File: src/rtl/buffer_pkg.sv
// Shared types for the buffer sequencer: FSM states, bus owner encoding,
// and the width helper for the turnaround counter.
// Purely declarative; holds no logic or state.
package buffer_pkg;

  localparam int DEF_NUM_LANES   = 4;
  localparam int DEF_TURN_CYCLES = 2;

  typedef enum logic [1:0] {
    IDLE,
    TURN,
    SETTLE,
    DRIVE
  } state_t;

  typedef enum logic [1:0] {
    OWN_NONE,
    OWN_CPU,
    OWN_LOCAL
  } owner_t;

  // The counter has to be able to hold the value turn_cycles itself.
  function automatic int cnt_width(input int turn_cycles);
    return (turn_cycles < 1) ? 1 : $clog2(turn_cycles + 1);
  endfunction

endpackage

File: src/rtl/buf_turn_counter.sv
// Purpose: counts consecutive cycles in which every data buffer enable is off, saturating at TURN_CYCLES.
// Latency: count updates one edge after clear/inc; done is a decode of the registered count.
// Backpressure: none; inc and clear are sampled every cycle.
// Ports: clk, reset (sync, active high, loads the saturated value),
//        clear (some enable is on next cycle), inc (all enables off next cycle),
//        done (count >= TURN_CYCLES).
module buf_turn_counter #(
  parameter int TURN_CYCLES = 2,
  parameter int CNT_W       = 2
) (
  input  logic clk,
  input  logic reset,
  input  logic clear,
  input  logic inc,
  output logic done
);

  localparam logic [CNT_W-1:0] CNT_MAX = CNT_W'(TURN_CYCLES);

  logic [CNT_W-1:0] cnt;

  // Reset to the saturated value so a request straight out of reset does
  // not pay a turnaround: nothing has been driving.
  always_ff @(posedge clk) begin
    if (reset) begin
      cnt <= CNT_MAX;
    end else if (clear) begin
      cnt <= '0;
    end else if (inc && !done) begin
      cnt <= cnt + CNT_W'(1);
    end
  end

  assign done = (cnt >= CNT_MAX);

endmodule

File: src/rtl/buffer_sequencer.sv
// Purpose: registered data/address buffer enable sequencer with dead time on every owner or direction change.
// Latency: from idle, BUFDIR one edge after the request, enables/BUF_RDY two edges after; DMAAn one edge.
// Backpressure: none; follows arbitration inputs every cycle, BUF_RDY flags when buffers are driving.
// Ports: CLK40, RESET (sync, active high), CPU_CYCLE, BBn, LBENn, RnW, LANE_EN[NUM_LANES]
//        -> CPUBGn, BUFENn[NUM_LANES] (active low), BUFDIR (1 = toward CPU), DMAAn, BUF_RDY.
module buffer_sequencer
  import buffer_pkg::*;
#(
  parameter int NUM_LANES   = DEF_NUM_LANES,
  parameter int TURN_CYCLES = DEF_TURN_CYCLES
) (
  input  logic                 CLK40,
  input  logic                 RESET,
  input  logic                 CPU_CYCLE,
  input  logic                 BBn,
  input  logic                 LBENn,
  input  logic                 RnW,
  input  logic [NUM_LANES-1:0] LANE_EN,
  output logic                 CPUBGn,
  output logic [NUM_LANES-1:0] BUFENn,
  output logic                 BUFDIR,
  output logic                 DMAAn,
  output logic                 BUF_RDY
);

  localparam int CNT_W = cnt_width(TURN_CYCLES);

  // Request decode
  logic   dma_en;
  owner_t own;
  logic   dir;

  assign dma_en = !BBn && !CPU_CYCLE;

  always_comb begin
    own = OWN_NONE;
    if (CPU_CYCLE) begin
      own = OWN_CPU;
    end else if (dma_en && !LBENn) begin
      own = OWN_LOCAL;
    end
  end

  assign dir = ((own == OWN_CPU) && RnW) || ((own == OWN_LOCAL) && !RnW);

  // FSM state and the owner/direction that BUFDIR was last set up for
  state_t state, state_nxt;
  owner_t own_l, own_l_nxt;
  logic   dir_l, dir_l_nxt;
  logic   target_match;

  logic                 bufdir_nxt;
  logic                 cpubgn_nxt;
  logic [NUM_LANES-1:0] bufenn_nxt;
  logic                 buf_rdy_nxt;

  logic cnt_clear;
  logic cnt_inc;
  logic off_done;

  assign target_match = (own == own_l) && (dir == dir_l);

  always_comb begin
    state_nxt   = state;
    own_l_nxt   = own_l;
    dir_l_nxt   = dir_l;
    bufdir_nxt  = BUFDIR;
    cpubgn_nxt  = 1'b1;
    bufenn_nxt  = '1;
    buf_rdy_nxt = 1'b0;

    case (state)
      IDLE: begin
        if (own != OWN_NONE) begin
          if (off_done) begin
            state_nxt  = SETTLE;
            own_l_nxt  = own;
            dir_l_nxt  = dir;
            bufdir_nxt = dir;
          end else begin
            state_nxt = TURN;
          end
        end
      end

      // Changes of request while waiting are ignored; only the request
      // present when the dead time expires is set up.
      TURN: begin
        if (off_done) begin
          if (own == OWN_NONE) begin
            state_nxt = IDLE;
          end else begin
            state_nxt  = SETTLE;
            own_l_nxt  = own;
            dir_l_nxt  = dir;
            bufdir_nxt = dir;
          end
        end
      end

      // BUFDIR has had one cycle to propagate; enable only if the request
      // still matches what it was set up for, otherwise re-aim and wait again.
      SETTLE: begin
        if (own == OWN_NONE) begin
          state_nxt = IDLE;
        end else if (target_match) begin
          state_nxt   = DRIVE;
          bufenn_nxt  = ~LANE_EN;
          cpubgn_nxt  = (own_l != OWN_CPU);
          buf_rdy_nxt = 1'b1;
        end else begin
          own_l_nxt  = own;
          dir_l_nxt  = dir;
          bufdir_nxt = dir;
        end
      end

      DRIVE: begin
        if (own == OWN_NONE) begin
          state_nxt = IDLE;
        end else if (!target_match) begin
          state_nxt = TURN;
        end else begin
          bufenn_nxt  = ~LANE_EN;
          cpubgn_nxt  = (own_l != OWN_CPU);
          buf_rdy_nxt = 1'b1;
        end
      end

      default: begin
        state_nxt = IDLE;
      end
    endcase
  end

  // The counter tracks the enables as they will be after this edge, so
  // its registered value is the number of dead cycles already on the pins.
  assign cnt_clear = !(cpubgn_nxt && (&bufenn_nxt));
  assign cnt_inc   = !cnt_clear;

  buf_turn_counter #(
    .TURN_CYCLES (TURN_CYCLES),
    .CNT_W       (CNT_W)
  ) u_turn_counter (
    .clk   (CLK40),
    .reset (RESET),
    .clear (cnt_clear),
    .inc   (cnt_inc),
    .done  (off_done)
  );

  always_ff @(posedge CLK40) begin
    if (RESET) begin
      state   <= IDLE;
      own_l   <= OWN_NONE;
      dir_l   <= 1'b0;
      BUFDIR  <= 1'b0;
      CPUBGn  <= 1'b1;
      BUFENn  <= '1;
      BUF_RDY <= 1'b0;
      DMAAn   <= 1'b1;
    end else begin
      state   <= state_nxt;
      own_l   <= own_l_nxt;
      dir_l   <= dir_l_nxt;
      BUFDIR  <= bufdir_nxt;
      CPUBGn  <= cpubgn_nxt;
      BUFENn  <= bufenn_nxt;
      BUF_RDY <= buf_rdy_nxt;
      // Address buffer follows DMA ownership directly, no dead time.
      DMAAn   <= !dma_en;
    end
  end

endmodule
File: config.mk
export PLATFORM = sky130hd
export DESIGN_NAME = buffer_sequencer
export DESIGN_NICKNAME = d
export VERILOG_FILES = /design/src/rtl/buffer_pkg.sv /design/src/rtl/buf_turn_counter.sv /design/src/rtl/buffer_sequencer.sv
export SDC_FILE = /design/constraint.sdc
export NUM_CORES = 1
export LEC_CHECK = 0
export ABC_AREA = 0
export BUFFER_PORTS_ARGS = -buffer_cell sky130_fd_sc_hd__buf_2
export CORE_MARGIN = 1.5
export CORE_UTILIZATION = 49
export DETAILED_ROUTE_END_ITERATION = 12
export GPL_TIMING_DRIVEN = 0
export HOLD_SLACK_MARGIN = 0.06
export PLACE_DENSITY = 0.75
export SYNTH_ARGS = -nofsm -noshare
export SYNTH_HDL_FRONTEND = slang
export SYNTH_HIERARCHICAL = 1
export SYNTH_SLANG_ARGS = --single-unit
File: constraint.sdc
create_clock -name CLK40 -period 2.3 [get_ports CLK40]
set_clock_uncertainty 0.15 [all_clocks]
set_input_delay 0 -clock CLK40 [delete_from_list [all_inputs] [get_ports CLK40]]
set_output_delay 0 -clock CLK40 [all_outputs]
set_load 0.02 [all_outputs]
==> flow_metrics.env <==
export IMPL_drv_cap=0
export IMPL_avgViaCountPerCell=5.08
export IMPL_comb_power_share=0.205
export IMPL_synth_ff_latch_count=14
export IMPL_synth_flop_cell="dfxtp_1"
export IMPL_finalCritPeriodShare=0.958
export IMPL_path_cells="dlygate4sd3_1 -> buf_6 -> nor4_4 -> o21a_2 -> o22ai_2 -> nor3_4 -> nand2_1 -> dlygate4sd3_1"
export IMPL_die_area_sq_mm=0.00166
export IMPL_pre_cts_slack_ps=418
export IMPL_fmax_mhz=454
export IMPL_htree_num_levels=1
export IMPL_ant_nets=0
export IMPL_final_cell_mix="buf_2 (16), dlygate4sd3_1 (15), dfxtp_1 (14)"
export IMPL_grt_util_all_layers=0.200
export IMPL_avgSynthCellArea_sq_um=9.96
export IMPL_die_width_um=40.7
export IMPL_finalCriticalPeriod_ps=2200
export IMPL_required_ps=2320
export IMPL_die_y_um=40.7
export IMPL_setup_viol=0
export IMPL_cts_sinks=14
export IMPL_outcome="complete, no violations"
export IMPL_ys_seq_area_frac=0.402
export IMPL_clk_latency_ps=280
export IMPL_cpMostUsedCell="dlygate4sd3_1"
export IMPL_crit_type="input port to flip-flop"
export IMPL_p_int_uw=365
export IMPL_fin_tns_setup_ps=0
export IMPL_max_slew_margin_rel=0.801
export IMPL_core_area_sq_mm=0.00132
export IMPL_cts_tree="yes"
export IMPL_power_density_mw_per_mm2=516
export IMPL_p_sw_uw=137
export IMPL_wl_per_cell_um=11.7
export IMPL_r2r_slack_ps=310
export IMPL_clockRootBuffer="clkbuf_4"
export IMPL_netlist_instances=70
export IMPL_crit_fanout=9
export IMPL_swShare=0.273
export IMPL_io_buffers=16
export IMPL_placed_cells=101
export IMPL_final_hold_violation_count=0
export IMPL_cts_setup_buffers=0
export IMPL_grt_pass1_vias=521
export IMPL_synth_edf_count=0
export IMPL_layout_commonest_cell="buf_2"
export IMPL_rsz0062_at_grt="no"
export IMPL_route_vias_total=605
export IMPL_grt_pass1_wl_um=2110
export IMPL_hpwl_um=937
export IMPL_syn_cell_area_sq_um=697
export IMPL_layoutNonFillerInstCount=119
export IMPL_crit_family="buffers and inverters"
export IMPL_drv_slew=0
export IMPL_power_leakage_uw=0.000391
export IMPL_cts_buffers=3
export IMPL_dr_pass1_iters=4
export IMPL_drive_gt1_frac=0.327
export IMPL_area_growth_pct=39.7
export IMPL_critPathMaxStageDelay_ps=560
export IMPL_cts_buffer_depth=2
export IMPL_pwr_share_seq=0.522
export IMPL_path_buf_inv=3
export IMPL_io_pins=18
export IMPL_antenna_found_initial=0
export IMPL_ys_warnings_count=6
export IMPL_end_kind="flip-flop"
export IMPL_grt_ovfl_total=0
export IMPL_synth_nets=81
export IMPL_timing_final_ws_setup_ps=97.1
export IMPL_initial_core_util=0.529
export IMPL_p_clk_frac=0.274
export IMPL_wirelength_um=1400
export IMPL_synth_cell_type_count=33
export IMPL_hold_class="input port to flip-flop"
export IMPL_ys_async_sr_fraction=0
export IMPL_drtIter0Drc=12
export IMPL_grt_max_degree=10
export IMPL_worst_slew_pin_slew_ps=299
export IMPL_ir_worst_vdd_mv=0.374
export IMPL_gp_congestion=0.753
export IMPL_cts_clk_slew_worst_paths_ps=80
export IMPL_rows=13
export IMPL_arrival_ps=2220
export IMPL_n_antenna_cell=0
export IMPL_drcViolationCount=0
export IMPL_nets=117
export IMPL_cp_start_kind="input port"
export IMPL_cp_slowest_cell="dlygate4sd3_1"
-- synth_stat cells, drive strengths merged, types with 2 or more instances --
cell,number,area (sq um)
nand2,11,41.3
dfxtp,14,280
nor2,4,15.0
inv,5,18.8
nor2b,3,26.3
o211ai,2,15.0
o22ai,2,25.0
a21oi,3,15.0
nor3,4,36.3
o21ai,3,15.0
o21bai,2,26.3
-- layout make-up --
type                            count  area [sq um]
Buffer                              1          11.3
Clock buffer                        3          22.5
Fill cell                          98           344
Inverter                            5          18.8
Multi-Input combinational cell     50           392
Sequential cell                    14           280
Tap cell                           15          18.8
Timing Repair Buffer               31           230
-- path summary, 6_finish.rpt --
check | to | cells past startpoint | start
min | state[0] | 4 | BBn
max reg2reg | BUFENn[0] | 5 | own_l[1]
max | BUFENn[0] | 8 | CPU_CYCLE
min reg2reg | dir_l | 2 | dir_l
-- flip-flops by register name, summed over array words and instances (netlist names) --
| signal | cells |
|---|---|
| BUFENn | 4 |
| BUF_RDY | 1 |
| CPUBGn | 1 |
| DMAAn | 1 |
| dir_l | 1 |
| own_l | 2 |
| state | 2 |
| u_turn_counter/cnt | 2 |
-- cells by family after synthesis --
family	count (synthesis)	share of synthesized area
AO/OA/AOI/OAI	16	0.205
buffers and inverters	6	0.0431
AND/OR/NAND/NOR	30	0.284
adder cells (fa/ha/maj)	1	0.0180
XOR/XNOR	1	0.0126
multiplexers	2	0.0359
flip-flops	14	0.402
-- stage by stage --
stage | util | instance area, sq um | power [uW] | hold slack, ps
floorplan | - | 697 | 328 | -88.1
global placement | 0.604 | 796 | 351 | 25.4
detailed placement | 0.604 | 796 | 354 | 29.9
CTS | 0.735 | 968 | 503 | 106
global route | 0.739 | 973 | 526 | 141
finish | 0.739 | 973 | 503 | 98.1
-- layer usage --
layer	up-vias	global-route usage	wire [um]
met5	-	0	0
met1	275	0.234	651
met4	0	0.125	31
met3	5	0.0489	40
li1	314	-	-
met2	11	0.325	676
-- worst reg2reg max path, cell delays in order (launching register included) --
cell and delay, ps:
dfxtp_1 430, and4bb_1 270, o22ai_2 150, nor3_4 240
nand2_1 100, dlygate4sd3_1 550
-- power by group through the flow --
stage / combinational [uW] / clock [uW] / sequential (uW)
finish: 103 / 138 / 262
global route: 112 / 150 / 264
floorplan: 57.8 / 0 / 270
detailed placement: 86.4 / 0 / 268
CTS: 102 / 139 / 262
global placement: 84.3 / 0 / 267
-- timing repair --
| item | in CTS | in global routing |
|---|---|---|
| hold endpoints to repair | 14 | 0 |
| hold buffers | 15 | 0 |
| resized for setup | 0 | 1 |
| endpoints found under the setup margin | 0 | 3 |
No activity file was read; power rests on OpenSTA's default activity.
